### src/rtl/cmp_iter_pkg.sv
// Shared opcodes, state encodings and result decode for the iterative branch comparator.
// Opcodes follow the RISC-V branch funct3 values; 3'b010 and 3'b011 are illegal.
package cmp_iter_pkg;

    localparam int CMPOP_WIDTH = 3;

    typedef logic [CMPOP_WIDTH-1:0] cmp_op_t;

    localparam cmp_op_t CMP_BEQ  = 3'b000;
    localparam cmp_op_t CMP_BNE  = 3'b001;
    localparam cmp_op_t CMP_BLT  = 3'b100;
    localparam cmp_op_t CMP_BGE  = 3'b101;
    localparam cmp_op_t CMP_BLTU = 3'b110;
    localparam cmp_op_t CMP_BGEU = 3'b111;

    typedef enum logic [1:0] {
        CMPI_IDLE = 2'd0,
        CMPI_RUN  = 2'd1,
        CMPI_DONE = 2'd2
    } cmpi_state_e;

    typedef struct packed {
        logic res;
        logic eq;
        logic lt;
        logic err;
    } cmp_res_t;

    function automatic logic op_is_signed(cmp_op_t op);
        return (op == CMP_BLT) || (op == CMP_BGE);
    endfunction

    // Turns the decided/lt flags of a finished scan into the visible result bits.
    function automatic cmp_res_t cmp_decode(cmp_op_t op, logic decided, logic lt_flag);
        cmp_res_t r;
        r.eq  = !decided;
        r.lt  = decided && lt_flag;
        r.err = 1'b0;
        r.res = 1'b0;
        case (op)
            CMP_BEQ:            r.res = r.eq;
            CMP_BNE:            r.res = !r.eq;
            CMP_BLT, CMP_BLTU:  r.res = r.lt;
            CMP_BGE, CMP_BGEU:  r.res = !r.lt;
            default: begin
                r.res = 1'b0;
                r.eq  = 1'b0;
                r.lt  = 1'b0;
                r.err = 1'b1;
            end
        endcase
        return r;
    endfunction

endpackage

### src/rtl/cmp_iter_if.sv
// Request/response bundle for cmp_iter: operand request with valid/ready, result with valid/ready.
// master = operand producer / result consumer, slave = comparator.
interface cmp_iter_if #(
    parameter int WIDTH = 32
);
    import cmp_iter_pkg::*;

    logic             i_flush;
    logic             i_valid;
    logic             o_ready;
    logic [WIDTH-1:0] i_a;
    logic [WIDTH-1:0] i_b;
    cmp_op_t          i_op;
    logic             o_valid;
    logic             i_ready;
    logic             o_res;
    logic             o_eq;
    logic             o_lt;
    logic             o_err;

    modport master (
        output i_flush, i_valid, i_a, i_b, i_op, i_ready,
        input  o_ready, o_valid, o_res, o_eq, o_lt, o_err
    );

    modport slave (
        input  i_flush, i_valid, i_a, i_b, i_op, i_ready,
        output o_ready, o_valid, o_res, o_eq, o_lt, o_err
    );

endinterface

### src/rtl/cmp_iter_chunk.sv
// Unsigned compare of one CHUNK-bit slice; purely combinational.
module cmp_iter_chunk #(
    parameter int CHUNK = 8
) (
    input  logic [CHUNK-1:0] a,
    input  logic [CHUNK-1:0] b,
    output logic             eq,
    output logic             lt
);

    assign eq = (a == b);
    assign lt = (a < b);

endmodule

### src/rtl/cmp_iter.sv
// Iterative branch comparator: scans operands CHUNK bits per cycle, MSB chunk first.
// Latency NCHUNK cycles, or fewer with EARLY_EXIT; result held in DONE until i_ready.
module cmp_iter
    import cmp_iter_pkg::*;
#(
    parameter int WIDTH      = 32,
    parameter int CHUNK      = 8,
    parameter int EARLY_EXIT = 1
) (
    input  logic       i_clk,
    input  logic       i_rst,
    cmp_iter_if.slave  bus
);

    localparam int NCHUNK = WIDTH / CHUNK;
    localparam int IW     = $clog2(NCHUNK + 1);

    cmpi_state_e      state_q, state_d;
    logic [WIDTH-1:0] a_q, a_d;
    logic [WIDTH-1:0] b_q, b_d;
    cmp_op_t          op_q, op_d;
    logic [IW-1:0]    idx_q, idx_d;
    logic             decided_q, decided_d;
    logic             lt_q, lt_d;
    logic             valid_q, valid_d;
    cmp_res_t         out_q, out_d;

    logic [CHUNK-1:0] ca, cb;
    logic             ch_eq, ch_lt;
    logic             first_diff;
    logic             last_chunk;

    always_comb begin
        ca = '0;
        cb = '0;
        for (int k = 0; k < NCHUNK; k++) begin
            if (idx_q == IW'(k)) begin
                ca = a_q[k*CHUNK +: CHUNK];
                cb = b_q[k*CHUNK +: CHUNK];
            end
        end
    end

    cmp_iter_chunk #(
        .CHUNK (CHUNK)
    ) u_chunk (
        .a  (ca),
        .b  (cb),
        .eq (ch_eq),
        .lt (ch_lt)
    );

    assign first_diff = !ch_eq && !decided_q;
    assign last_chunk = (idx_q == '0);

    always_comb begin
        state_d   = state_q;
        a_d       = a_q;
        b_d       = b_q;
        op_d      = op_q;
        idx_d     = idx_q;
        decided_d = decided_q;
        lt_d      = lt_q;
        valid_d   = valid_q;
        out_d     = out_q;

        if (bus.i_flush) begin
            state_d = CMPI_IDLE;
            valid_d = 1'b0;
        end else begin
            case (state_q)
                CMPI_IDLE: begin
                    if (bus.i_valid) begin
                        state_d   = CMPI_RUN;
                        // Flipping both sign bits turns a signed compare into an unsigned one.
                        a_d       = bus.i_a;
                        b_d       = bus.i_b;
                        a_d[WIDTH-1] = bus.i_a[WIDTH-1] ^ op_is_signed(bus.i_op);
                        b_d[WIDTH-1] = bus.i_b[WIDTH-1] ^ op_is_signed(bus.i_op);
                        op_d      = bus.i_op;
                        idx_d     = IW'(NCHUNK - 1);
                        decided_d = 1'b0;
                        lt_d      = 1'b0;
                    end
                end
                CMPI_RUN: begin
                    if (first_diff) begin
                        decided_d = 1'b1;
                        lt_d      = ch_lt;
                    end
                    if (last_chunk || ((EARLY_EXIT != 0) && first_diff)) begin
                        state_d = CMPI_DONE;
                        valid_d = 1'b1;
                        out_d   = cmp_decode(op_q, decided_d, lt_d);
                    end else begin
                        idx_d = idx_q - IW'(1);
                    end
                end
                CMPI_DONE: begin
                    if (bus.i_ready) begin
                        state_d = CMPI_IDLE;
                        valid_d = 1'b0;
                    end
                end
                default: begin
                    state_d = CMPI_IDLE;
                    valid_d = 1'b0;
                end
            endcase
        end
    end

    always_ff @(posedge i_clk or posedge i_rst) begin
        if (i_rst) begin
            state_q   <= CMPI_IDLE;
            a_q       <= '0;
            b_q       <= '0;
            op_q      <= '0;
            idx_q     <= '0;
            decided_q <= 1'b0;
            lt_q      <= 1'b0;
            valid_q   <= 1'b0;
            out_q     <= '0;
        end else begin
            state_q   <= state_d;
            a_q       <= a_d;
            b_q       <= b_d;
            op_q      <= op_d;
            idx_q     <= idx_d;
            decided_q <= decided_d;
            lt_q      <= lt_d;
            valid_q   <= valid_d;
            out_q     <= out_d;
        end
    end

    assign bus.o_ready = (state_q == CMPI_IDLE);
    assign bus.o_valid = valid_q;
    assign bus.o_res   = out_q.res;
    assign bus.o_eq    = out_q.eq;
    assign bus.o_lt    = out_q.lt;
    assign bus.o_err   = out_q.err;

endmodule

### src/flat_wrapper.sv
// flat-port wrapper written by rule: the top's interface ports become plain ports
module cmp_iter_flat import cmp_iter_pkg::*;
#(
    parameter int WIDTH      = 32,
    parameter int CHUNK      = 8,
    parameter int EARLY_EXIT = 1
)
  (i_clk, i_rst, bus_i_flush, bus_i_valid, bus_i_a, bus_i_b, bus_i_op, bus_i_ready, bus_o_ready, bus_o_valid, bus_o_res, bus_o_eq, bus_o_lt, bus_o_err);
  cmp_iter_if #(.WIDTH(WIDTH)) bus_i ();
  input  logic i_clk;
  input  logic i_rst;
  input wire logic [$bits(bus_i.i_flush)-1:0] bus_i_flush;
  input wire logic [$bits(bus_i.i_valid)-1:0] bus_i_valid;
  input wire logic [$bits(bus_i.i_a)-1:0] bus_i_a;
  input wire logic [$bits(bus_i.i_b)-1:0] bus_i_b;
  input wire logic [$bits(bus_i.i_op)-1:0] bus_i_op;
  input wire logic [$bits(bus_i.i_ready)-1:0] bus_i_ready;
  output wire logic [$bits(bus_i.o_ready)-1:0] bus_o_ready;
  output wire logic [$bits(bus_i.o_valid)-1:0] bus_o_valid;
  output wire logic [$bits(bus_i.o_res)-1:0] bus_o_res;
  output wire logic [$bits(bus_i.o_eq)-1:0] bus_o_eq;
  output wire logic [$bits(bus_i.o_lt)-1:0] bus_o_lt;
  output wire logic [$bits(bus_i.o_err)-1:0] bus_o_err;
  assign bus_i.i_flush = bus_i_flush;
  assign bus_i.i_valid = bus_i_valid;
  assign bus_i.i_a = bus_i_a;
  assign bus_i.i_b = bus_i_b;
  assign bus_i.i_op = bus_i_op;
  assign bus_i.i_ready = bus_i_ready;
  assign bus_o_ready = bus_i.o_ready;
  assign bus_o_valid = bus_i.o_valid;
  assign bus_o_res = bus_i.o_res;
  assign bus_o_eq = bus_i.o_eq;
  assign bus_o_lt = bus_i.o_lt;
  assign bus_o_err = bus_i.o_err;
  cmp_iter #(.WIDTH(WIDTH), .CHUNK(CHUNK), .EARLY_EXIT(EARLY_EXIT)) u_core (.i_clk(i_clk), .i_rst(i_rst), .bus(bus_i));
endmodule
### config.mk
export PLATFORM = sky130hd
export DESIGN_NAME = cmp_iter_flat
export DESIGN_NICKNAME = d
export VERILOG_FILES = /design/src/rtl/cmp_iter_pkg.sv /design/src/rtl/cmp_iter_if.sv /design/src/rtl/cmp_iter_chunk.sv /design/src/rtl/cmp_iter.sv /design/src/flat_wrapper.sv
export SDC_FILE = /design/constraint.sdc
export NUM_CORES = 1
export LEC_CHECK = 0
export CAP_MARGIN = 40
export CORE_AREA = 8 8 129 107
export DETAILED_ROUTE_END_ITERATION = 7
export DIE_AREA = 0 0 137 115
export PLACE_DENSITY = 0.57
export SYNTH_ARGS = -nofsm -noshare
export SYNTH_HDL_FRONTEND = slang
export SYNTH_SLANG_ARGS = --single-unit
### constraint.sdc
create_clock -name i_clk -period 7.6 [get_ports i_clk]
set_clock_uncertainty 0.15 [all_clocks]
set_input_delay 1.52 -clock i_clk [delete_from_list [all_inputs] [get_ports i_clk]]
set_output_delay 1.52 -clock i_clk [all_outputs]
set_load 0.01 [all_outputs]
==> flow_summary.yaml, run 1 <==
synthesis:
  synth.avg_cell_area_sq_um: 8.081
  ys_seq_area_frac: 0.4942
  syn-num-nets: 580
  ys_top_cells_by_area: "sky130_fd_sc_hd__dfrtp_1 49%, sky130_fd_sc_hd__nand2_1 21%, sky130_fd_sc_hd__a21oi_1 6.1%, sky130_fd_sc_hd__ha_1 4.1%, sky130_fd_sc_hd__nand3b_1 3.2%"
  post_synth_inst_count: 495
  synth_async_sr_flop_share: 1.000
  synth.distinct_cells: 35
  synth_largest_type_area_fraction: 0.4942
  yosys.cell_count.top_type: "sky130_fd_sc_hd__nand2_1"
  synth_top_cell_by_area: "sky130_fd_sc_hd__dfrtp_1"
  yosysWarnings: 0
  synth_seq_cells: 79
  synth_area_sq_um: 4000
  synth_edf_count: 0
  post_synth_most_frequent_cells: "223 x sky130_fd_sc_hd__nand2_1, 79 x sky130_fd_sc_hd__dfrtp_1, 49 x sky130_fd_sc_hd__a21oi_1"
  synth_ff_type: "sky130_fd_sc_hd__dfrtp_1"
timing:
  tightestPinTransition_ps: 860.5
  period_minus_slack_ps: 3781
  max-slew-margin-rel: 0.4263
  max_fclk_mhz: 264.4
  postLayoutSetupSlackWorst_ps: 3819
  total_negative_slack_for_setup_checks_ps: 0
  timing.final.max_slew_violations: 0
  final-hold-violation-count: 0
  rsz_0062_raised_after_global_routing: "false"
  setup_viol: 0
  share_of_the_clock_period_used_by_the_worst_path_after_layout: 0.4976
detailed_routing:
  drt_wl_total_mm: 10.48
  routed_wire_length_per_instance_um: 14.61
  drt-vias-per-instance: 4.727
  post-route-drc-count: 0
  ant_nets: 0
  first_iteration_detailed_routing_drc_count: 253
  num_vias: 3389
  detailedRoute.firstPassIterationCount: 6
worst_setup_path:
  worstSetupEndpointType: "flip-flop"
  worst_path_dominant_cell_family: "adder cells"
  cpMostUsedCell: "sky130_fd_sc_hd__a21oi_1"
  delay_of_the_slowest_critical_path_stage_ps: 730
  crit_required_ps: 7680
  largest_driver_fanout_on_the_critical_path: 32
  rrSetupSlack_ps: 3820
  timing.critical_path.buf_inv: 1
  crit_path_start: "u_core.idx_q[1]$_DFFE_PP0P_"
  logic_depth_of_the_worst_register_to_register_path: 15
  critical_path_arrival_ps: 3860
  timing_worst_setup_path_type: "flip-flop to flip-flop"
  worst_path_max_delay_cell: "sky130_fd_sc_hd__ha_1"
  critical_path.startpoint_type: "flip-flop"
  worst_r2r_src: "u_core.idx_q[1]$_DFFE_PP0P_"
  critical_path.cell_chain: "inv_1 > ha_1 > nand3b_1 > a21oi_1 > a21oi_1 > nor2_1 > a21oi_1 > nor2_1 > ha_1 > nand4_4 > nor3_4 > mux2i_1 > a2bb2oi_1 > mux2i_1 > a22o_1"
  reg_to_reg_endpoint: "u_core.bus.o_res$_DFFE_PP0P_"
clock_tree:
  cts-htree-levels: 3
  clk_pin_slew_worst_paths_ps: 60
  clock_tree_from_tritoncts: "done"
  post_cts_resized: 0
  clock_sink_count: 79
  post_cts.repair.setup_buffers: 0
  clock_tree.buffer_depth: 2
  cts-buffers-inserted: 9
  clock_latency_ps: 340
  hold_buffers: 0
  cts_root_buf: "sky130_fd_sc_hd__clkbuf_16"
flow_run:
  max_cap_violations: 0
global_route:
  global_route_wire_length_before_repair_mm: 17.84
  use_met3: 0.04410
  first_global_vias: 3599
  grtUsageTotal: 0.1427
  initial_antenna_violation_count: 0
  grt_util_met2: 0.2091
  maximum_number_of_pins_on_one_net_before_global_route_repair: 72
  grt.busiest_layer: "met2"
  gr-total-overflow: 0
  use_met1: 0.1911
min_path:
  hp-start: "u_core.a_q[5]$_DFFE_PP0P_"
  worstHoldEndpoint: "u_core.a_q[5]$_DFFE_PP0P_"
  min_delay_path_depth: 2
  hold_class: "flip-flop to flip-flop"
power:
  power_leakage_nw: 2.447
  vdd.ir_drop.worst_mv: 0.1331
  power-per-cell-area_nw_per_um2: 330.9
floorplanning:
  fp.dieH_um: 115
  floorplan.die.width_um: 137
  start_util: 0.3390
  floorplan.die_area_sq_um: 15760
  fp.coreArea_sq_um: 11800
  io-pin-count: 78
  placement_rows: 36
cells_and_area:
  post_route_cells_drive_above_1_share: 0.05310
  areaGrowthSynthToFinish_pct: 31.12
  antenna_cells_inserted: 0
  nFillCells: 1185
  final_design_area_no_fill_sq_um: 5245
  final_net_count: 645
place:
  finalWeightedCongestion: 0.8009
  numPortBuffers: 77
  detailedPlacementHpwl_mm: 7.589
  pre_cts_slack_ps: 3878
  post_dp_cell_area_sq_um: 4922
outcome:
  status: "completed"
[stage by stage]
| stage | cells | utilization | power (mW) | hold slack [ps] |
|---|---|---|---|---|
| after floorplan | 495 | - | 1.073 | 295.5 |
| after CTS | 717 | 0.4444 | 1.755 | 329.1 |
| after global routing | 717 | 0.4444 | 1.873 | 348.0 |
| after global placement | 698 | 0.4122 | 1.239 | 308.5 |
| final | 717 | 0.4444 | 1.735 | 325.3 |
| after detailed placement | 701 | 0.4171 | 1.280 | 313.9 |
[area by class of cell]
class,instances,area [sq um],share of cell area
inverters,6,22.52,0.004294
repair buffers,83,850.8,0.1622
clock inverters,6,83.83,0.01598
well taps,152,190.2,0.03626
multi-input cells,381,1882,0.3588
clock buffers,10,239.0,0.04556
flip-flops and latches,79,1977,0.3769
[per-layer routing]
| metal | share of wire | vias up |
|---|---|---|
| li1 | - | 1724 |
| met1 | 0.50 | 1558 |
| met5 | 0 | - |
| met2 | 0.42 | 89 |
| met3 | 0.057 | 18 |
| met4 | 0.024 | 0 |
[logic make-up after synthesis]
family,share of synthesized area
adder cells (fa/ha/maj),0.04066
XOR/XNOR,0.004380
buffers and inverters,0.03534
multiplexers,0.01032
flip-flops,0.4942
AND/OR/NAND/NOR,0.3087
AO/OA/AOI/OAI,0.1064
[power breakdown]
| part | internal, mW | total (mW) | switching [mW] |
|---|---|---|---|
| clock | 0.295 | 0.461 | 0.166 |
| combinational | 0.269 | 0.620 | 0.351 |
| sequential | 0.555 | 0.654 | 0.0994 |
[sequential cells by signal, indices dropped and copies added (netlist names)]
register and cells:
u_core.a_q 32, u_core.b_q 32, u_core.idx_q 3, u_core.op_q 3, u_core.state_q 2, u_core.bus.o_eq 1, u_core.bus.o_err 1, u_core.bus.o_lt 1
u_core.bus.o_res 1, u_core.bus.o_valid 1, u_core.decided_q 1, u_core.lt_q 1
[cells in the final DEF, fill, tap and decap left out, drive strengths merged, types with 2 or more instances in the layout]
master           n
nand2          223
dfrtp           79
clkdlybuf4s50   77
a21oi           49
nor2            27
nand3b          17
o21ai           14
ha              13
clkbuf          10
nand2b           8
inv              6
buf              6
clkinv           4
nor2b            3
mux2i            3
nor3             3
o41ai            2
xnor2            2
a2bb2oi          2
a211oi           2
bufinv           2
nand4            2
nand3            2
[worst reg2reg max path, delay by kind of cell (launching register included)]
| family | cells | cell delay [ps] |
|---|---|---|
| flops | 1 | 410 |
| buf+inv | 1 | 110 |
| compound gates | 5 | 740 |
| simple gates | 5 | 790 |
| mux | 2 | 380 |
| fa+ha+maj | 2 | 1090 |
[worst max-delay path by stage]
stage,end,slack [ps],cells past startpoint
5_1_grt,u_core.bus.o_res$_DFFE_PP0P_,3430,14
3_5_place_dp,u_core.bus.o_res$_DFFE_PP0P_,3880,15
6_report,u_core.bus.o_res$_DFFE_PP0P_,3820,15
2_1_floorplan,u_core.a_q[0]$_DFFE_PP0P_,3910,1
4_1_cts,u_core.bus.o_res$_DFFE_PP0P_,3820,15
3_3_place_gp,u_core.bus.o_res$_DFFE_PP0P_,3940,15
Note: power is estimated with default switching activity, not from simulation.
==> run 2, diff against run 1 <==
==> constraint.sdc (replaced) <==
create_clock -name i_clk -period 3.6 [get_ports i_clk]
set_clock_uncertainty 0.15 [all_clocks]
set_input_delay 0.72 -clock i_clk [delete_from_list [all_inputs] [get_ports i_clk]]
set_output_delay 0.72 -clock i_clk [all_outputs]
set_load 0.01 [all_outputs]
==> run 2 against run 1 <==
Via count rose by 2.2%. Largest cell class unchanged. Register-to-register slack got worse by 3600 ps. Cell count rose by 1.4%. Sequential share of layout area fell by 0.16 points. Hold slack improved by 0.90 ps. Wire length rose by 3.6%. Flip-flop and latch count did not move. Clock power rose by 83%.
==> flow_summary.yaml, run 2 (synthesized netlist as in run 1, its figures left out) <==
timing:
  period_minus_slack_ps: 3411
  postLayoutSetupSlackWorst_ps: 189.1
  timing.final.max_slew_violations: 0
  final-hold-violation-count: 0
  max_fclk_mhz: 293.2
  max-slew-margin-rel: 0.5387
  tightestPinTransition_ps: 691.0
  setup_viol: 0
  total_negative_slack_for_setup_checks_ps: 0
  rsz_0062_raised_after_global_routing: "false"
  share_of_the_clock_period_used_by_the_worst_path_after_layout: 0.9475
  holdWs_ps: 326.2
worst_setup_path:
  crit_path_start: "u_core.idx_q[1]$_DFFE_PP0P_"
  worst_path_dominant_cell_family: "compound AO/OA/AOI/OAI gates"
  timing_worst_setup_path_type: "flip-flop to flip-flop"
  worst_path_max_delay_cell: "sky130_fd_sc_hd__dfrtp_1"
  critical_path.cell_chain: "inv_1 > ha_1 > buf_12 > nand3b_1 > a21oi_1 > a21oi_1 > o21ai_0 > nand2b_1 > ha_1 > nand4_1 > nor3_4 > mux2i_1 > a2bb2oi_1 > mux2i_1 > a22o_1"
  rrSetupSlack_ps: 190
  crit_required_ps: 3680
  worstSetupEndpointType: "flip-flop"
  critical_path.startpoint_type: "flip-flop"
  delay_of_the_slowest_critical_path_stage_ps: 400
  timing.critical_path.buf_inv: 2
  critical_path_arrival_ps: 3490
  logic_depth_of_the_worst_register_to_register_path: 15
  worst_r2r_src: "u_core.idx_q[1]$_DFFE_PP0P_"
  reg_to_reg_endpoint: "u_core.bus.o_res$_DFFE_PP0P_"
  critPathCapture: "u_core.bus.o_res$_DFFE_PP0P_"
  critical_path_depth: 15
  largest_driver_fanout_on_the_critical_path: 32
cells_and_area:
  final_cells: 727
  multi_input_area_sq_um: 1886
  post_route_cells_drive_above_1_share: 0.06957
  nFillCells: 1218
  finish.utilization: 0.4464
  final_design_area_no_fill_sq_um: 5268
  sequential_cell_area_sq_um: 1977
  areaGrowthSynthToFinish_pct: 31.69
  commonest_non_fill_non_tap_cell_in_the_layout: "sky130_fd_sc_hd__nand2_1"
  largestRegisters: "u_core.a_q: 32 flops, u_core.b_q: 32 flops"
  final_cell_mix: "223 x sky130_fd_sc_hd__nand2_1, 79 x sky130_fd_sc_hd__dfrtp_1, 77 x sky130_fd_sc_hd__clkdlybuf4s50_1"
  antenna_cells_inserted: 0
  final_net_count: 655
global_route:
  grtUsageTotal: 0.1435
  initial_antenna_violation_count: 0
  global_route_wire_length_before_repair_mm: 17.86
  gr-total-overflow: 0
  maximum_number_of_pins_on_one_net_before_global_route_repair: 72
  first_global_vias: 3598
clock_tree:
  clock_sink_count: 79
  cts_root_buf: "sky130_fd_sc_hd__clkbuf_16"
  clock_latency_ps: 340
  clock_tree_from_tritoncts: "done"
  cts-buffers-inserted: 9
  cts-htree-levels: 3
  clk_pin_slew_worst_paths_ps: 60
  clock_tree.buffer_depth: 2
floorplanning:
  start_util: 0.3390
  placement_rows: 36
  floorplan.die_area_sq_um: 15760
  fp.dieH_um: 115
  floorplan.die.width_um: 137
  fp.coreArea_sq_um: 11800
  io-pin-count: 78
place:
  numPortBuffers: 77
  post_dp_cell_area_sq_um: 4950
  dpl.cell_count: 706
  pre_cts_slack_ps: 148.2
  finalWeightedCongestion: 0.8288
  detailedPlacementHpwl_mm: 7.843
detailed_routing:
  num_vias: 3463
  drt_wl_total_mm: 10.85
  detailedRoute.firstPassIterationCount: 4
  routed_wire_length_per_instance_um: 14.92
  first_iteration_detailed_routing_drc_count: 221
  post-route-drc-count: 0
  ant_nets: 0
  drt-vias-per-instance: 4.763
power:
  design_power_total_mw: 3.586
  power-per-cell-area_nw_per_um2: 680.8
  power_leakage_nw: 2.474
  vdd.ir_drop.worst_mv: 0.2751
min_path:
  hold_class: "flip-flop to flip-flop"
flow_run:
  max_cap_violations: 0
outcome:
  status: "completed"
[run 2: cell count changes in the layout (fill, tap and decap cells not counted), moves of 2 or more]
cell,previous run,this run
sky130_fd_sc_hd__bufinv_16,2,0
sky130_fd_sc_hd__buf_4,3,14
sky130_fd_sc_hd__buf_8,2,0
sky130_fd_sc_hd__buf_12,0,2
[run 2: worst min path at each step]
| stage | from | endpoint | slack, ps | depth (start not counted) |
|---|---|---|---|---|
| global route | u_core.a_q[30]$_DFFE_PP0P_ | u_core.a_q[30]$_DFFE_PP0P_ | 350 | 2 |
| CTS | u_core.a_q[2]$_DFFE_PP0P_ | u_core.a_q[2]$_DFFE_PP0P_ | 330 | 2 |
| global placement | u_core.a_q[17]$_DFFE_PP0P_ | u_core.a_q[17]$_DFFE_PP0P_ | 310 | 2 |
| finish | u_core.a_q[2]$_DFFE_PP0P_ | u_core.a_q[2]$_DFFE_PP0P_ | 330 | 2 |
| detailed placement | u_core.b_q[9]$_DFFE_PP0P_ | u_core.b_q[9]$_DFFE_PP0P_ | 310 | 2 |
| floorplan | u_core.a_q[10]$_DFFE_PP0P_ | u_core.a_q[10]$_DFFE_PP0P_ | 300 | 2 |
[run 2: final cells by class]
cell class	instances	share of cell area
clock buffers	12	0.04869
clock inverters	4	0.003800
multi-input cells	381	0.3580
inverters	6	0.004276
well taps	152	0.03610
repair buffers	93	0.1739
flip-flops and latches	79	0.3753
[run 2: tightest hold or removal path: stages (launching register included)]
cell	delay (ps)
sky130_fd_sc_hd__dfrtp_1	340
sky130_fd_sc_hd__nand2_1	50
sky130_fd_sc_hd__nand2_1	60
[run 2: where the power goes]
group          internal, mW  switching, mW
sequential             1.17          0.208
combinational         0.597          0.765
clock                 0.499          0.345
[run 2: timing repair]
action | CTS | global route
setup buffers | 0 | 5
hold buffers | 0 | 0
gates resized for setup | 0 | 1
setup endpoints to repair | 0 | 1
hold endpoints to repair | 0 | 0
[run 2: layer usage]
layer	vias to the layer above	routed length, um	GRT usage
met5	-	0	0
met2	77	4896	0.2247
met3	2	641	0.04760
li1	1750	-	-
met1	1634	5275	0.1866
met4	0	36	0.03685
==> run 3, diff against run 2 <==
--- a/config.mk
+++ b/config.mk
@@ -10,6 +10,7 @@
 export DETAILED_ROUTE_END_ITERATION = 7
 export DIE_AREA = 0 0 137 115
 export PLACE_DENSITY = 0.57
+export SETUP_SLACK_MARGIN = 0.15
 export SYNTH_ARGS = -nofsm -noshare
 export SYNTH_HDL_FRONTEND = slang
 export SYNTH_SLANG_ARGS = --single-unit
==> run 3 against run 2 <==
Combinational power barely moved. Worst setup slack better by 120 ps. Clock power about the same. Count of clock-buffer cells in the layout is the same. Flip-flop and latch count did not move. Non-clock buffer count fell by 4. Design area down 0.45%. Cell count fell by 0.55%. Critical path type unchanged. Largest cell class unchanged. Largest power group unchanged.
==> flow_summary.yaml, run 3 (synthesized netlist as in run 1, its figures left out) <==
global_route:
  maximum_number_of_pins_on_one_net_before_global_route_repair: 72
  grtUsageTotal: 0.1435
  global_route_wire_length_before_repair_mm: 17.88
  gr-total-overflow: 0
  initial_antenna_violation_count: 0
  first_global_vias: 3605
clock_tree:
  clk_pin_slew_worst_paths_ps: 60
  hold_buffers: 0
  clock_tree.buffer_depth: 2
  clock_tree_from_tritoncts: "done"
  cts-buffers-inserted: 9
  cts_root_buf: "sky130_fd_sc_hd__clkbuf_16"
  clock_latency_ps: 340
  cts-htree-levels: 3
  clock_sink_count: 79
floorplanning:
  placement_rows: 36
  floorplan.die.width_um: 137
  start_util: 0.3390
  fp.dieH_um: 115
  fp.coreArea_sq_um: 11800
  io-pin-count: 78
  floorplan.die_area_sq_um: 15760
timing:
  period_minus_slack_ps: 3287
  max-slew-margin-rel: 0.5385
  tightestPinTransition_ps: 691.3
  setup_viol: 0
  share_of_the_clock_period_used_by_the_worst_path_after_layout: 0.9131
  timing.final.max_slew_violations: 0
  postLayoutSetupSlackWorst_ps: 312.7
  final-hold-violation-count: 0
  total_negative_slack_for_setup_checks_ps: 0
  max_fclk_mhz: 304.2
  rsz_0062_raised_after_global_routing: "true"
detailed_routing:
  drt-vias-per-instance: 4.768
  post-route-drc-count: 0
  first_iteration_detailed_routing_drc_count: 222
  ant_nets: 0
  routed_wire_length_per_instance_um: 14.85
  drt_wl_total_mm: 10.73
  num_vias: 3447
  detailedRoute.firstPassIterationCount: 4
outcome:
  status: "completed"
power:
  power-per-cell-area_nw_per_um2: 678.0
  design_power_total_mw: 3.556
  vdd.ir_drop.worst_mv: 0.2748
  power_leakage_nw: 2.455
place:
  numPortBuffers: 77
  finalWeightedCongestion: 0.8288
  detailedPlacementHpwl_mm: 7.843
  pre_cts_slack_ps: 148.2
worst_setup_path:
  worstSetupEndpointType: "flip-flop"
  crit_path_start: "u_core.idx_q[1]$_DFFE_PP0P_"
  largest_driver_fanout_on_the_critical_path: 32
  critical_path_arrival_ps: 3370
  delay_of_the_slowest_critical_path_stage_ps: 440
  worst_path_dominant_cell_family: "compound AO/OA/AOI/OAI gates"
  timing_worst_setup_path_type: "flip-flop to flip-flop"
  worst_path_max_delay_cell: "sky130_fd_sc_hd__o41a_1"
  critical_path.startpoint_type: "flip-flop"
  critical_path.cell_chain: "inv_1 > ha_1 > buf_12 > nand3b_1 > a21oi_1 > a21oi_1 > o21ai_0 > nand2b_1 > ha_1 > nor2b_1 > o211ai_1 > a21oi_1 > o41a_1 > mux2i_1 > a22o_1"
  cpMostUsedCell: "sky130_fd_sc_hd__a21oi_1"
  timing.critical_path.buf_inv: 2
  crit_required_ps: 3680
  worst_r2r_src: "u_core.idx_q[1]$_DFFE_PP0P_"
cells_and_area:
  post_route_cells_drive_above_1_share: 0.06480
  largestRegisters: "u_core.a_q: 32 flops, u_core.b_q: 32 flops"
  final_net_count: 651
  commonest_non_fill_non_tap_cell_in_the_layout: "sky130_fd_sc_hd__nand2_1"
  areaGrowthSynthToFinish_pct: 31.09
  antenna_cells_inserted: 0
  final_cell_mix: "223 x sky130_fd_sc_hd__nand2_1, 79 x sky130_fd_sc_hd__dfrtp_1, 77 x sky130_fd_sc_hd__clkdlybuf4s50_1"
min_path:
  hold_class: "flip-flop to flip-flop"
  hp-start: "u_core.a_q[2]$_DFFE_PP0P_"
flow_run:
  max_cap_violations: 0
==> run 3: cell types whose count changed in the layout (fill, tap and decap cells not counted), sizes merged <==
cell,previous run,this run
buf,16,12
==> run 3: layout make-up <==
class,count,area [sq um]
Multi-Input combinational cell,381,1892
Tap cell,152,190.2
Fill cell,1220,6558
Clock buffer,12,256.5
Timing Repair Buffer,89,885.9
Sequential cell,79,1977
Inverter,6,22.52
Clock inverter,4,20.02
==> run 3: metrics by stage <==
stage                     hold WS (ps)  std cells  area [sq um]    util
after detailed placement         313.1        706          4950  0.4194
after floorplan                  295.5        495          4000       -
after global routing             346.7        723          5244  0.4443
after global placement           308.7        706          4950  0.4194
after CTS                        328.2        723          5234  0.4435
final                            326.2        723          5244  0.4443
==> run 3: per-layer routing <==
layer  wire length [um]  share of wire  vias to the layer above  track usage
met5                  0              0                        -            0
met4                 36         0.0034                        0      0.03685
met3                615          0.057                        2      0.04760
met2               4867           0.45                       73       0.2250
met1               5214           0.49                     1628       0.1863
li1                   -              -                     1744            -
==> run 3: worst paths after layout <==
kind / to / slack (ps) / cells past startpoint
min in group asynchronous: u_core.b_q[19]$_DFFE_PP0P_ / 660 / 2
min: u_core.a_q[2]$_DFFE_PP0P_ / 330 / 2
max in group asynchronous: u_core.b_q[12]$_DFFE_PP0P_ / 1920 / 3
min reg2reg: u_core.a_q[2]$_DFFE_PP0P_ / 330 / 2
max: u_core.bus.o_res$_DFFE_PP0P_ / 310 / 15
max reg2reg: u_core.bus.o_res$_DFFE_PP0P_ / 310 / 15
==> run 3: power by group <==
| part | internal (mW) | leakage [nW] | switching [mW] |
|---|---|---|---|
| Clock | 0.499 | 0.142 | 0.345 |
| Sequential | 1.17 | 0.979 | 0.209 |
| Combinational | 0.572 | 1.33 | 0.759 |
==> run 3: worst register-to-register path, stage by stage (launching register included) <==
cell and delay (ps):
sky130_fd_sc_hd__dfrtp_1 400, sky130_fd_sc_hd__inv_1 90, sky130_fd_sc_hd__ha_1 220, sky130_fd_sc_hd__buf_12 160
sky130_fd_sc_hd__nand3b_1 180, sky130_fd_sc_hd__a21oi_1 220, sky130_fd_sc_hd__a21oi_1 60, sky130_fd_sc_hd__o21ai_0 150
sky130_fd_sc_hd__nand2b_1 100, sky130_fd_sc_hd__ha_1 290, sky130_fd_sc_hd__nor2b_1 140, sky130_fd_sc_hd__o211ai_1 150
sky130_fd_sc_hd__a21oi_1 80, sky130_fd_sc_hd__o41a_1 440, sky130_fd_sc_hd__mux2i_1 160, sky130_fd_sc_hd__a22o_1 200
==> run 3: timing repair <==
item	CTS	global route
gates resized for setup	0	2
cloned	0	0
buffers inserted	1	0
pin swaps	1	4
setup endpoints to repair	1	3
